**config.mk**
```make
export PLATFORM = sky130hd
export DESIGN_NAME = sram_like_resp_flat
export DESIGN_NICKNAME = d
export VERILOG_FILES = /design/src/rtl/sram_like_if.sv /design/src/rtl/sram_like_resp.sv /design/src/flat_wrapper.sv
export SDC_FILE = /design/constraint.sdc
export NUM_CORES = 1
export LEC_CHECK = 0
export ABC_AREA = 1
export CAP_MARGIN = 20
export CORE_MARGIN = 1
export CORE_UTILIZATION = 30
export CTS_CLUSTER_DIAMETER = 120
export DETAILED_ROUTE_END_ITERATION = 12
export PLACE_DENSITY_LB_ADDON = 0.1
export SLEW_MARGIN = 0
export SYNTH_ARGS = -nofsm -noshare
export SYNTH_HDL_FRONTEND = slang
export SYNTH_SLANG_ARGS = --single-unit
```
**constraint.sdc**
```tcl
create_clock -name clk -period 3.9 [get_ports clk]
set_clock_uncertainty 0.05 [all_clocks]
set_input_delay 0.78 -clock clk [delete_from_list [all_inputs] [get_ports clk]]
set_output_delay 0.78 -clock clk [all_outputs]
set_load 0.05 [all_outputs]
```
**src/rtl/sram_like_if.sv**
```systemverilog
// sram_like_if: initiator/responder handshake bundle for the sram-like bus.
// The initiator drives req/wr/size/wstrb/addr/wdata.
// The responder answers with addr_ok/data_ok/rdata.
interface sram_like_if;
  logic        req;
  logic        wr;
  logic [1:0]  size;
  logic [3:0]  wstrb;
  logic [31:0] addr;
  logic [31:0] wdata;
  logic        addr_ok;
  logic        data_ok;
  logic [31:0] rdata;

  modport master (
    output req, wr, size, wstrb, addr, wdata,
    input  addr_ok, data_ok, rdata
  );

  modport slave (
    input  req, wr, size, wstrb, addr, wdata,
    output addr_ok, data_ok, rdata
  );
endinterface

```
**src/rtl/sram_like_resp.sv**
```systemverilog
// sram_like_resp: sram-like responder in front of a 1-cycle-latency synchronous RAM.
// Accepts up to DEPTH outstanding requests and returns one in-order data_ok for each.
// The optional macro RESP_DELAY_EN adds an LFSR gate that randomly withholds data_ok.
module sram_like_resp #(
  parameter int unsigned ADDR_WIDTH = 12,
  parameter int unsigned DEPTH      = 2
) (
  input  logic                  clk,
  input  logic                  reset,
  sram_like_if.slave            bus,
  output logic                  ram_en,
  output logic [3:0]            ram_we,
  output logic [ADDR_WIDTH-1:0] ram_addr,
  output logic [31:0]           ram_wdata,
  input  logic [31:0]           ram_rdata
);

  localparam int unsigned CW = $clog2(DEPTH + 1);
  localparam int unsigned PW = (DEPTH > 1) ? $clog2(DEPTH) : 1;
  localparam logic [CW-1:0] DepthC = CW'(DEPTH);
  localparam logic [PW-1:0] LastPtr = PW'(DEPTH - 1);

  // count covers the in-flight stage plus FIFO entries
  logic [CW-1:0] count_q, count_d;
  logic          inflight_valid_q, inflight_wr_q;
  logic [31:0]   fifo_q [DEPTH];
  logic [PW-1:0] wptr_q, rptr_q;

  logic          accept, addr_ok, data_ok, gate, fifo_nonempty;
  logic [CW-1:0] fifo_cnt;
  logic [31:0]   push_data;

  // size and the untranslated address bits carry no meaning here
  logic unused_bits;
  assign unused_bits = ^{bus.size, bus.addr[31:ADDR_WIDTH+2], bus.addr[1:0]};

`ifdef RESP_DELAY_EN
  logic [15:0] lfsr_q;

  // Fibonacci LFSR, taps 16,14,13,11; steps every cycle
  always_ff @(posedge clk or posedge reset) begin
    if (reset) begin
      lfsr_q <= 16'hACE1;
    end else begin
      lfsr_q <= {lfsr_q[14:0], lfsr_q[15] ^ lfsr_q[13] ^ lfsr_q[12] ^ lfsr_q[10]};
    end
  end

  assign gate = (lfsr_q[1:0] != 2'b00);
`else
  assign gate = 1'b1;
`endif

  // Handshake, occupancy and RAM drive
  always_comb begin
    fifo_cnt      = count_q - CW'(inflight_valid_q);
    fifo_nonempty = (fifo_cnt != '0);
    data_ok       = fifo_nonempty & gate;
    // a pop this cycle frees a slot for a same-cycle accept
    addr_ok       = !reset & ((count_q < DepthC) | data_ok);
    accept        = bus.req & addr_ok;
    count_d       = count_q + CW'(accept) - CW'(data_ok);
    push_data     = inflight_wr_q ? 32'b0 : ram_rdata;
    ram_en        = accept;
    ram_we        = (accept & bus.wr) ? bus.wstrb : 4'b0;
    ram_addr      = bus.addr[ADDR_WIDTH+1:2];
    ram_wdata     = bus.wdata;
  end

  assign bus.addr_ok = addr_ok;
  assign bus.data_ok = data_ok;
  assign bus.rdata   = data_ok ? fifo_q[rptr_q] : 32'b0;

  // Occupancy counter and in-flight stage
  always_ff @(posedge clk or posedge reset) begin
    if (reset) begin
      count_q          <= '0;
      inflight_valid_q <= 1'b0;
      inflight_wr_q    <= 1'b0;
    end else begin
      count_q          <= count_d;
      inflight_valid_q <= accept;
      inflight_wr_q    <= accept & bus.wr;
    end
  end

  // Response FIFO: push from in-flight stage, pop on data_ok
  always_ff @(posedge clk or posedge reset) begin
    if (reset) begin
      wptr_q <= '0;
      rptr_q <= '0;
      for (int i = 0; i < int'(DEPTH); i++) begin
        fifo_q[i] <= 32'b0;
      end
    end else begin
      if (inflight_valid_q) begin
        fifo_q[wptr_q] <= push_data;
        wptr_q         <= (wptr_q == LastPtr) ? '0 : wptr_q + 1'b1;
      end
      if (data_ok) begin
        rptr_q <= (rptr_q == LastPtr) ? '0 : rptr_q + 1'b1;
      end
    end
  end

endmodule

```
**src/flat_wrapper.sv**
```systemverilog
// flat-port wrapper written by rule: the top's interface ports become plain ports
module sram_like_resp_flat 
#(
  parameter int unsigned ADDR_WIDTH = 12,
  parameter int unsigned DEPTH      = 2
)
  (clk, reset, ram_en, ram_we, ram_addr, ram_wdata, ram_rdata, bus_req, bus_wr, bus_size, bus_wstrb, bus_addr, bus_wdata, bus_addr_ok, bus_data_ok, bus_rdata);
  sram_like_if bus_i ();
  input  logic clk;
  input  logic reset;
  output logic ram_en;
  output logic [3:0] ram_we;
  output logic [ADDR_WIDTH-1:0] ram_addr;
  output logic [31:0] ram_wdata;
  input  logic [31:0] ram_rdata;
  input wire logic [$bits(bus_i.req)-1:0] bus_req;
  input wire logic [$bits(bus_i.wr)-1:0] bus_wr;
  input wire logic [$bits(bus_i.size)-1:0] bus_size;
  input wire logic [$bits(bus_i.wstrb)-1:0] bus_wstrb;
  input wire logic [$bits(bus_i.addr)-1:0] bus_addr;
  input wire logic [$bits(bus_i.wdata)-1:0] bus_wdata;
  output wire logic [$bits(bus_i.addr_ok)-1:0] bus_addr_ok;
  output wire logic [$bits(bus_i.data_ok)-1:0] bus_data_ok;
  output wire logic [$bits(bus_i.rdata)-1:0] bus_rdata;
  assign bus_i.req = bus_req;
  assign bus_i.wr = bus_wr;
  assign bus_i.size = bus_size;
  assign bus_i.wstrb = bus_wstrb;
  assign bus_i.addr = bus_addr;
  assign bus_i.wdata = bus_wdata;
  assign bus_addr_ok = bus_i.addr_ok;
  assign bus_data_ok = bus_i.data_ok;
  assign bus_rdata = bus_i.rdata;
  sram_like_resp #(.ADDR_WIDTH(ADDR_WIDTH), .DEPTH(DEPTH)) u_core (.clk(clk), .reset(reset), .bus(bus_i), .ram_en(ram_en), .ram_we(ram_we), .ram_addr(ram_addr), .ram_wdata(ram_wdata), .ram_rdata(ram_rdata));
endmodule
```
# Yosys cells after proc, flatten, opt, wreduce, memory -nomap -nowiden
# Cells that the tools add are included.
# op_classes
add_sub_neg	5
n_lt_le_gt_ge	4
n_mux	11
bitwise_logic	6
reduce_logical	3
# ops
operator	n
$mux 32	6
$bwmux 64	1
$demux 32 s1	1
$ge 2x2->1 const B	2
$mux 4	1
$not 1->2	2
$sub 2x1->2	2
$and 1x1->1	3
$add 1x1->1 const B	2
$add 2x1->2	1
$lt 2x1->1 const B	1
$lt 2x2->1 const B	1
$mux 1	2
$reduce_bool 2->1	1
$logic_and 1x1->1	1
$logic_not 1->1	1
$or 1x1->1	1
# totals
regBits	70
input_bits	106
out_inout_bits	83
wordCells	36

# Depth between registers and ports, before layout
# depth
word_depth	7
mapped_depth	10
mapped_depth_nobuf	9

# Least setup slack after synthesis
# OpenSTA, ideal clock, no wires.
# synth_path
kind	input to output
start	in bus_req
end	out ram_we[0]
arrival_ns	2.501
t_required_ns	3.070
path_slack_ns	0.569
stages	4
n_path_buf	0
path_cell_list	inv_1 > nor2_1 > nand2_1 > nor2_1
# synth_via
elab_chain_len	3
# synth_rtl
item	line	text
start: declaration	flat_wrapper.sv:16	input wire logic [$bits(bus_i.req)-1:0] bus_req;
$and 1x1->1	sram_like_resp.sv:61	accept = bus.req & addr_ok;
net ram_en	flat_wrapper.sv:11	output logic ram_en;
$and 1x1->1	sram_like_resp.sv:65	ram_we = (accept & bus.wr) ? bus.wstrb : 4'b0;
$mux 4	sram_like_resp.sv:65	
end: declaration	flat_wrapper.sv:12	output logic [3:0] ram_we;
# The timed path passes the listed nets, and every way through them passes these cells.

# Final worst setup path
# layout_path
start	in reset
end	out ram_we[1]
# layout_via
elab_chain_len	5
# layout_rtl
item	line	text
start: declaration	flat_wrapper.sv:10	input logic reset;
$logic_not 1->1	sram_like_resp.sv:60	addr_ok = !reset & ((count_q < DepthC) | data_ok);
$and 1x1->1	sram_like_resp.sv:60	
$and 1x1->1	sram_like_resp.sv:61	
$and 1x1->1	sram_like_resp.sv:65	
$mux 4	sram_like_resp.sv:65	
# Every way passes these cells.

==> out/results.ini <==
[run_status]
status=finished, final reports clean

[global_route]
grt_start_max_net_pins=43
antenna_found_initial=0
grt_pass1_vias=3093
grt.overflow.total=0
track_usage_pct=14.3
grt_pass1_wl_mm=15.0

[drt]
via_per_inst=4.20
wire_per_inst_um=11.8
wl_met2_mm=4.06
drt_iter0_markers=210
wl_met3_um=484
vias=3208
drcViolationCount=0
top_layer=met4
dr.pass1.iters=4
wl_met1_mm=4.43
drtAntennaViolNets=0
postRouteWirelength_mm=9.05

[cells_and_area]
num_antenna_cells=0
nets=695
stdcell_area_um2=4890
layout-drive-gt1-share_pct=4.73
post-route-util_pct=38.4
fillers=1376
syn_to_final_growth_pct=23.8

[die]
die_y_um=117
dieArea_um2=13600
start_util_pct=31.0
die_w_um=117
num_io_pins=189
core_um2=12700
num_rows=41

[logic_synthesis]
synth_top_family_by_area=simple AND/OR/NAND/NOR gates
synth_xor_area_share_pct=0.665
synth_mux_area_share_pct=0
synth_fa_ha_area_share_pct=0.634
synthSimpleGateAreaFrac_pct=23.5
yosys_register_bits=70
synthDistinctLibCells=17
synth_nets=669
syn_area_um2=3950
post_synth.cell_area_avg_um2=7.04
ys_seq_area_share_pct=44.4
synth_warnings=0
synth_compound_area_share_pct=8.11
syn_inst=561

[setup_path]
end_kind=output pin
path_class=in -> out
worstSetupStartpointType=input pin
cpPeakStageDelay_ps=810
cp_data_arrival_time_ps=2590
crit_chain=clkdlybuf4s50_1 -> nor2_1 -> nand2_1 -> nor2_1 -> clkdlybuf4s50_1
required_ps=3070
critPathSlowestCell=clkdlybuf4s50_1
worst-path-max-fanout=5

[clock_network]
cts_buffers=9
cts_hold_buf=0
cts-resized-gates=0
clock_latency_ps=320
clk_pin_slew_worst_paths_ps=50
cts_sinks=70
clockBufferDepth=2
htreeDepth=3
postCtsSetupBuffers=0
cts-root-buf=clkbuf_16
tritoncts=yes

[pwr]
leakage_nw=2.64
ir_worst_vdd_v=0.000352
power_density_nw_per_um2=915

[placed_design]
post-place-ws_ps=456
gp_congestion=0.680
dpl-instance-area_um2=4540
dp_hpwl_mm=5.51
port-buffer-count=78

[sta]
setup_tns_ps=0
min_period_over_period_pct=87.7
grt_setup_unrepaired=false
drv_slew=0
max-slew-margin-rel_pct=39.4
tightest_slew_ps=908
fin_ws_ps=478
setup_viol=0
clock.fmax_ghz=0.292
min_period_ps=3420
finalHoldViolCount=0

[flow_run]
cap_viol_max_count=0

[hold_path]
hp-class=reg -> reg

[logic make-up (layout without fill, tap and decap cells)]
family	after synthesis	in the layout
buf+inv	181	212
simple gates	241	241
xor+xnor	3	3
fa+ha+maj	2	2
compound gates	64	64
flops	70	70
[report_power, final]
| part | internal [mW] | leakage, nW | switching (mW) |
|---|---|---|---|
| Clock | 0.643 | 0.166 | 0.301 |
| Sequential | 1.07 | 0.877 | 0.183 |
| Combinational | 0.748 | 1.60 | 1.53 |
[area by class of cell]
type	count	area [µm²]	share of cell area, %
clock buffers	11	243	4.96
clock inverters	5	106	2.18
repair buffers	84	851	17.4
flip-flops and latches	70	1750	35.8
well taps	172	215	4.40
multi-input cells	310	1300	26.6
inverters	112	422	8.62
[critical path: cells and delay by family]
kind                   cells  cell delay, ps
and+or+nand+nor            3             550
buffers and inverters      2            1260
[layer usage]
| metal | track usage, % | vias up |
|---|---|---|
| met5 | 0 | - |
| met4 | 4.22 | 0 |
| met3 | 3.53 | 11 |
| met2 | 22.7 | 98 |
| met1 | 19.3 | 1464 |
| li1 | - | 1635 |
[synthesized netlist by cell type]
master      n  area share [%]
nand2_1   201              19
inv_1     109              10
dfrtp_1    70              44
o21ai_0    62             7.9
buf_4      47             8.9
nor2_1     37             3.5
buf_2      15             1.9
clkbuf_1    4            0.38
buf_6       3            0.86
inv_2       3            0.29
ha_1        2            0.63
o21ai_1     2            0.25
xor2_1      2            0.44
nand3_4     1            0.44
nand4_1     1            0.16
nor2_4      1            0.29
xnor2_1     1            0.22
[sequential cells by signal, summed over array words and instances, names as in the netlist]
name                     cells
u_core.count_q               2
u_core.fifo_q               64
u_core.rptr_q                1
u_core.wptr_q                1
u_core.inflight_valid_q      1
u_core.inflight_wr_q         1
[worst paths after layout]
kind                                         startpoint                      end  slack (ps)  depth (start not counted)
worst max-delay path                              reset                ram_we[1]         480                          5
worst min-delay path                  u_core.fifo_q[31]        u_core.fifo_q[31]         430                          2
worst max register to register  u_core.inflight_valid_q        u_core.count_q[1]        1900                          8
worst min register to register        u_core.fifo_q[31]        u_core.fifo_q[31]         430                          2
max in group asynchronous                         reset        u_core.fifo_q[26]        2220                          4
min in group asynchronous                         reset  u_core.inflight_valid_q         820                          2
[stage by stage]
step | std cells | hold slack (ps) | total power, mW
2_1_floorplan | 561 | 399 | 2.98
3_3_place_gp | 747 | 411 | 3.54
3_5_place_dp | 748 | 415 | 3.56
4_1_cts | 764 | 430 | 4.54
5_1_grt | 764 | 436 | 4.81
6_report | 764 | 426 | 4.47
[placed cells by master, fill, tap and decap left out]
cell             count
nand2_1            201
inv_1              108
clkdlybuf4s50_1     78
dfrtp_1             69
o21ai_0             62
nor2_1              37
clkbuf_16            9
buf_4                4
inv_2                3
bufinv_16            3
o21ai_1              2
xor2_1               2
ha_1                 2
buf_12               2
nor2_4               1
nand3_4              1
xnor2_1              1
clkinv_2             1
nand4_1              1
clkbuf_8             1
clkinv_4             1
clkinvlp_4           1
clkbuf_1             1
dfrtp_2              1
(Power assumes the default switching activity.)
